<file path="config.mk">
export PLATFORM = sky130hd
export DESIGN_NAME = ro_freq_meter_flat
export DESIGN_NICKNAME = d
export VERILOG_FILES = /design/src/rtl/ro_freq_meter_if.sv /design/src/rtl/ro_freq_meter.sv /design/src/flat_wrapper.sv
export SDC_FILE = /design/constraint.sdc
export NUM_CORES = 1
export LEC_CHECK = 0
export CAP_MARGIN = 20
export CORE_ASPECT_RATIO = 2
export CORE_UTILIZATION = 58
export DETAILED_ROUTE_END_ITERATION = 10
export PLACE_DENSITY_LB_ADDON = 0.1
export SYNTH_ARGS = -nofsm -noshare
export SYNTH_HDL_FRONTEND = slang
export SYNTH_SLANG_ARGS = --single-unit
</file>
<file path="constraint.sdc">
create_clock -name ck -period 2.8 [get_ports ck]
set_input_delay 0.84 -clock ck [delete_from_list [all_inputs] [get_ports ck]]
set_output_delay 0.84 -clock ck [all_outputs]
set_load 0.02 [all_outputs]
</file>
<file path="src/rtl/ro_freq_meter_if.sv">
// Control/result bundle between the test controller and ro_freq_meter.
// RO_FREQ_METER_CONT_EN adds the continuous-mode request line.
interface ro_freq_meter_if #(
  parameter int GATE_W = 16,
  parameter int CNT_W  = 16
);
  logic              start;
  logic [GATE_W-1:0] gate_len;
  logic              busy;
  logic              done;
  logic [CNT_W-1:0]  count;
  logic              ovf;
`ifdef RO_FREQ_METER_CONT_EN
  logic              cont;

  modport master (
    output start, gate_len, cont,
    input  busy, done, count, ovf
  );
  modport slave (
    input  start, gate_len, cont,
    output busy, done, count, ovf
  );
`else
  modport master (
    output start, gate_len,
    input  busy, done, count, ovf
  );
  modport slave (
    input  start, gate_len,
    output busy, done, count, ovf
  );
`endif
endinterface

</file>
<file path="src/rtl/ro_freq_meter.sv">
// Ring-oscillator edge counter over a programmable ck gate window.
// RO_FREQ_METER_CONT_EN enables back-to-back continuous windows.
module ro_freq_meter #(
  parameter int GATE_W = 16,
  parameter int CNT_W  = 16
) (
  input  logic ck,
  input  logic nrst,
  input  logic ro_i,
  ro_freq_meter_if.slave bus
);

  typedef enum logic [1:0] {
    S_IDLE,
    S_MEAS,
    S_DONE
  } state_t;

  state_t state_q, state_d;

  logic s1, s2, s3;
  logic ro_rise;

  logic [GATE_W-1:0] gcnt;
  logic [CNT_W-1:0]  count_q;
  logic              ovf_q;

  logic              arm;
  logic [GATE_W-1:0] arm_len;

`ifdef RO_FREQ_METER_CONT_EN
  logic [GATE_W-1:0] glen_q;
`endif

  always_ff @(posedge ck or negedge nrst) begin
    if (!nrst) begin
      s1 <= 1'b0;
      s2 <= 1'b0;
      s3 <= 1'b0;
    end else begin
      s1 <= ro_i;
      s2 <= s1;
      s3 <= s2;
    end
  end

  assign ro_rise = s2 & ~s3;

  always_ff @(posedge ck or negedge nrst) begin
    if (!nrst) state_q <= S_IDLE;
    else       state_q <= state_d;
  end

  // arm opens a new window, from IDLE or a continuous DONE
  always_comb begin
    state_d = state_q;
    arm     = 1'b0;
    arm_len = bus.gate_len;
    unique case (1'b1)
      state_q == S_IDLE: begin
        if (bus.start) arm = 1'b1;
      end
      state_q == S_MEAS: begin
        if (gcnt == '0) state_d = S_DONE;
      end
      state_q == S_DONE: begin
        state_d = S_IDLE;
`ifdef RO_FREQ_METER_CONT_EN
        arm_len = glen_q;
        if (bus.cont) arm = 1'b1;
`endif
      end
      default: state_d = S_IDLE;
    endcase
    if (arm) state_d = (arm_len == '0) ? S_DONE : S_MEAS;
  end

  always_ff @(posedge ck or negedge nrst) begin
    if (!nrst) begin
      gcnt    <= '0;
      count_q <= '0;
      ovf_q   <= 1'b0;
    end else if (arm) begin
      gcnt    <= (arm_len == '0) ? '0 : arm_len - 1'b1;
      count_q <= '0;
      ovf_q   <= 1'b0;
    end else if (state_q == S_MEAS) begin
      if (ro_rise) begin
        if (&count_q) ovf_q   <= 1'b1;
        else          count_q <= count_q + 1'b1;
      end
      if (gcnt != '0) gcnt <= gcnt - 1'b1;
    end
  end

`ifdef RO_FREQ_METER_CONT_EN
  always_ff @(posedge ck or negedge nrst) begin
    if (!nrst)                           glen_q <= '0;
    else if (state_q == S_IDLE && bus.start) glen_q <= bus.gate_len;
  end
`endif

  assign bus.busy  = (state_q == S_MEAS);
  assign bus.done  = (state_q == S_DONE);
  assign bus.count = count_q;
  assign bus.ovf   = ovf_q;

endmodule

</file>
<file path="src/flat_wrapper.sv">
// flat-port wrapper written by rule: the top's interface ports become plain ports
module ro_freq_meter_flat 
#(
  parameter int GATE_W = 16,
  parameter int CNT_W  = 16
)
  (ck, nrst, ro_i, bus_start, bus_gate_len, bus_busy, bus_done, bus_count, bus_ovf);
  ro_freq_meter_if #(.GATE_W(GATE_W), .CNT_W(CNT_W)) bus_i ();
  input  logic ck;
  input  logic nrst;
  input  logic ro_i;
  input wire logic [$bits(bus_i.start)-1:0] bus_start;
  input wire logic [$bits(bus_i.gate_len)-1:0] bus_gate_len;
  output wire logic [$bits(bus_i.busy)-1:0] bus_busy;
  output wire logic [$bits(bus_i.done)-1:0] bus_done;
  output wire logic [$bits(bus_i.count)-1:0] bus_count;
  output wire logic [$bits(bus_i.ovf)-1:0] bus_ovf;
  assign bus_i.start = bus_start;
  assign bus_i.gate_len = bus_gate_len;
  assign bus_busy = bus_i.busy;
  assign bus_done = bus_i.done;
  assign bus_count = bus_i.count;
  assign bus_ovf = bus_i.ovf;
  ro_freq_meter #(.GATE_W(GATE_W), .CNT_W(CNT_W)) u_core (.ck(ck), .nrst(nrst), .ro_i(ro_i), .bus(bus_i));
endmodule
</file>
==> Word-level counts from Yosys, hierarchy flattened <==
Index checks and enable logic that the tools add are counted.
{ "word_totals": {"register_bits": 38, "latchBits": 0, "ramBits": 0, "mem_bits_ro": 0, "inputBits": 20, "n_memories": 0} }
{ "op_classes": {"n_addsub": 3, "mul": 0, "n_div": 0, "n_lt_le_gt_ge": 0, "eq_ne": 5, "shift": 0, "mux": 18, "bitwise_logic": 2, "n_reduce_logical": 13} }
{ "ops": {"columns": ["cell", "n"], "rows": [
  ["16-bit 2-to-1 mux", 8],
  ["16-bit zero test", 2],
  ["16-bit by 1-bit subtractor with 16-bit output, second input constant", 2],
  ["16-bit by 1-bit adder with 16-bit output, second input constant", 1],
  ["16-bit AND reduction", 1],
  ["16-bit nonzero test", 1],
  ["2-bit nonzero test", 4],
  ["1-bit 2-to-1 mux", 6],
  ["2-bit 2-to-1 mux", 3],
  ["3-bit AND reduction", 2],
  ["2-bit by 1-bit inequality test with 1-bit output, second input constant", 2],
  ["2-bit case mux with 2 select lines", 1],
  ["2-bit AND reduction", 2],
  ["3-bit by 1-bit inequality test with 1-bit output, second input constant", 1],
  ["2-bit by 1-bit == test with 1-bit output, second input constant", 1],
  ["2-bit == test, second input constant", 1],
  ["2-bit zero test", 1],
  ["1-bit bitwise AND", 1],
  ["1-bit NOT", 1]
]} }

==> Logic depth before layout (Yosys ltp) <==
{ "logic_depth": {"depth_word": 5, "depth_mapped": 8, "mapped_depth_nobuf": 7} }

==> Least setup slack after synthesis <==
OpenSTA, ideal clock, no wires.
{ "synth_path": {"path_type": "input port to flip-flop", "startpoint": "input port bus_gate_len[12]", "endpoint": "register u_core.gcnt[13]", "setup_time_ns": 0.121, "arrival_ns": 1.988, "t_required_ns": 2.679, "setup_slack_ns": 0.691, "cell_stages": 6, "path_buffers": 1, "cell_sequence": "nor4_1 and3_1 a21o_1 buf_2 nor2_1 o22a_1"} }
{ "synth_between": {"elab_chain_len": 3} }
{ "synth_rtl": {"columns": ["item", "line_no", "rtl"], "rows": [
  ["start, declared", "flat_wrapper.sv:13", "input wire logic [$bits(bus_i.gate_len)-1:0] bus_gate_len;"],
  ["16-bit by 1-bit subtractor with 16-bit output / 16-bit zero test (equally long branches)", "ro_freq_meter.sv:84", "gcnt <= (arm_len == '0) ? '0 : arm_len - 1'b1;"],
  ["16-bit 2-to-1 mux *", "ro_freq_meter.sv:84", null],
  ["16-bit 2-to-1 mux *", "ro_freq_meter.sv:83", "end else if (arm) begin"],
  ["end signal, assigned", "ro_freq_meter.sv:84", null],
  ["end signal, assigned", "ro_freq_meter.sv:92", "if (gcnt != '0) gcnt <= gcnt - 1'b1;"],
  ["end, declared", "ro_freq_meter.sv:24", "logic [GATE_W-1:0] gcnt;"]
]} }
Every way passes the cells marked *; elsewhere a longest branch is shown, timed or not.
A chain may end at the register's enable or synchronous reset.

==> Worst setup path after layout <==
{ "layout_path": {"startpoint": "register u_core.state_q[1]", "endpoint": "output port bus_busy"} }
{ "layout_between": {"elab_chain_len": 1} }
{ "layout_rtl": {"columns": ["item", "line_no", "rtl"], "rows": [
  ["start, declared", "ro_freq_meter.sv:19", "state_t state_q, state_d;"],
  ["start signal, assigned", "ro_freq_meter.sv:51", "else state_q <= state_d;"],
  ["2-bit by 1-bit == test with 1-bit output", "ro_freq_meter.sv:103", "assign bus.busy = (state_q == S_MEAS);"],
  ["end, declared", "flat_wrapper.sv:14", "output wire logic [$bits(bus_i.busy)-1:0] bus_busy;"]
]} }
Every way passes these cells.

==> results.json <==
{
  "drive_gt1_frac": 0.1265,
  "grt_max_degree": 39,
  "totalWireLength_mm": 6.336,
  "htreeDepth": 2,
  "layout_common_cells": "dfrtp_1, clkdlybuf4s50_1, nand2_1, nor2_1, buf_4",
  "overflow": 0,
  "cts_hold_buf": 0,
  "hpwl_mm": 4.861,
  "nFillCells": 336,
  "path_clk_slew_ns": 0.07,
  "placementRows": 33,
  "cts_tree": "done",
  "tightest_slew_ns": 0.8176,
  "die_area_sq_um": 4477,
  "min_period_ns": 2.459,
  "yosysSeqAreaShare": 0.3905,
  "syn_to_final_growth_pct": 25.80,
  "die_y_um": 93.63,
  "place_ws_ns": 0.05503,
  "grt_pass1_wl_mm": 10.09,
  "fin_skew_ns": 0.003667,
  "grt_pass1_vias": 2353,
  "min_from": "u_core.s1$_DFF_PN0_",
  "crit_start": "u_core.state_q[1]$_DFFE_PN0P_",
  "gr-usage-all-layers": 0.3136,
  "crit_required_ns": 1.96,
  "rr_endpoint": "u_core.gcnt[2]$_DFFE_PN0P_",
  "synthCells": 269,
  "p_leak_uw": 0.001264,
  "core-area_sq_um": 4046,
  "synth_compound_area_frac": 0.1619,
  "nNetsFinal": 347,
  "io_pins": 39,
  "ff2ff_path_depth": 7,
  "final-seq-area_sq_um": 950.9,
  "yosys.area_share.adder": 0.02055,
  "place_congestion": 0.8626,
  "hold_viol_final": 0,
  "start_util": 0.6017,
  "drtIter0Drc": 85,
  "vias": 2405,
  "hold_class": "flop to flop",
  "synth_xor_area_frac": 0.06475,
  "start_kind": "flop",
  "synth_edf_count": 0,
  "async_flop_share": 1.000,
  "insertedDiodeCount": 0,
  "drc": 0,
  "tns_ns": 0,
  "cts_resized": 0,
  "postRouteAntennaNets": 0,
  "io_buffer_count": 38,
  "postCtsSetupRepairBufs": 0,
  "stdcell_count": 376,
  "syn_area_sq_um": 2435,
  "slew_violations": 0,
  "end_kind": "output pin",
  "multi_input_area_sq_um": 1419,
  "clkSinkCount": 38,
  "synth.distinct_cells": 54,
  "cts_buffers": 5,
  "ys.warnings.count": 0,
  "synth_top_family_by_area": "simple AND/OR/NAND/NOR gates",
  "synth_mux_area_frac": 0.03289,
  "r2r_setup_slack_ns": 0.35,
  "die_w_um": 47.82,
  "clockBufferDepth": 2,
  "wl_per_cell_um": 16.85,
  "crit_path_max_fanout": 6,
  "crit_arrival_ns": 1.62,
  "place_inst": 368,
  "postSynthAreaPerCell_sq_um": 9.051,
  "setup_violations": 0,
  "cts_root_buffer": "clkbuf_8",
  "final.period_utilization": 0.8783,
  "clkLatencyLatePin_ns": 0.29,
  "synthesis.nets": 293,
  "path_class": "flop to output pin",
  "worstReg2RegStart": "u_core.gcnt[0]$_DFFE_PN0P_",
  "rsz0062_at_grt": "no",
  "status": "finished, final reports clean",
  "p_per_area_nw_per_um2": 727.9,
  "vdd_drop_max_v": 0.0005514,
  "max_freq_mhz": 406.6,
  "max_cap_violations": 0,
  "setup_slack_ns": 0.3407,
  "total_power_uw": 2229,
  "firstDrtPassIters": 4,
  "synth_ff_type": "dfrtp_1",
  "synthSimpleGateAreaFrac": 0.3027,
  "synth-seq-cells": 38,
  "cp-endpoint": "bus_busy",
  "grt_antenna_before_repair": 0,
  "via_per_inst": 6.396,
  "final_core_util": 0.7570,
  "final_common_cell": "dfrtp_1",
  "relSlewSlack": 0.4549
}
worst max-delay path: stages (launching register included):
cell	delay (ns)
dfrtp_1	0.44
nand2b_1	0.21
inv_1	0.09
clkdlybuf4s50_1	0.60
how the worst min path moves through the flow:
stage                          end  slack (ns)  depth (start not counted)
4_1_cts        u_core.s2$_DFF_PN0_        0.36                          0
3_3_place_gp   u_core.s2$_DFF_PN0_        0.34                          0
3_5_place_dp   u_core.s2$_DFF_PN0_        0.35                          0
6_report       u_core.s2$_DFF_PN0_        0.37                          0
2_1_floorplan  u_core.s2$_DFF_PN0_        0.33                          0
5_1_grt        u_core.s2$_DFF_PN0_        0.38                          0
state kept, by name, indices dropped and copies added (netlist names):
register          flops
u_core.bus.count     16
u_core.bus.ovf        1
u_core.gcnt          16
u_core.s1             1
u_core.s2             1
u_core.s3             1
u_core.state_q        2
routing by layer:
| layer | part of all wire | vias up | routed length (um) | GRT usage |
|---|---|---|---|---|
| met1 | 0.33 | 1170 | 2119 | 0.2934 |
| met3 | 0.038 | 23 | 239 | 0.04633 |
| met5 | 0 | - | 0 | 0 |
| met2 | 0.58 | 105 | 3673 | 0.5788 |
| li1 | - | 1107 | - | - |
| met4 | 0.048 | 0 | 303 | 0.1736 |
synth_stat cells, types with 7 or more instances:
cell type,n,area share
xor2_1,12,0.043
a21oi_1,9,0.018
nor3_1,11,0.023
nand2_1,25,0.039
dfrtp_1,38,0.39
mux2i_1,8,0.033
nand3_1,9,0.018
o21ai_0,8,0.016
nand4_1,8,0.021
nor2_1,23,0.035
o21a_1,9,0.028
inv_1,7,0.011
through the flow:
| stage | area (sq um) | hold slack (ns) |
|---|---|---|
| global placement | 2972 | 0.3383 |
| detailed placement | 2972 | 0.3465 |
| floorplan | 2435 | 0.3312 |
| global route | 3063 | 0.3816 |
| CTS | 3063 | 0.3630 |
| finish | 3063 | 0.3671 |
report_power, final:
| group | total (uW) | leakage, uW | switching, uW | internal, uW |
|---|---|---|---|---|
| combinational | 981 | 0.000722 | 545 | 436 |
| clock | 384 | 0.0000482 | 185 | 199 |
| sequential | 865 | 0.000494 | 181 | 684 |
| total | 2230 | 0.00126 | 911 | 1320 |
layout make-up:
type | instances | area share
multi-input cells | 215 | 0.4632
flip-flops and latches | 38 | 0.3105
inverters | 7 | 0.008578
clock inverters | 1 | 0.001634
well taps | 52 | 0.02124
clock buffers | 7 | 0.02819
repair buffers | 56 | 0.1667
cell families (layout without fill, tap and decap cells):
group / count (synthesis) / after routing
XOR/XNOR: 18 / 18
adder cells (fa/ha/maj): 4 / 4
flip-flops: 38 / 38
AO/OA/AOI/OAI: 57 / 57
buffers and inverters: 16 / 71
multiplexers: 8 / 8
AND/OR/NAND/NOR: 128 / 128
No activity file was read; power rests on OpenSTA's default activity.
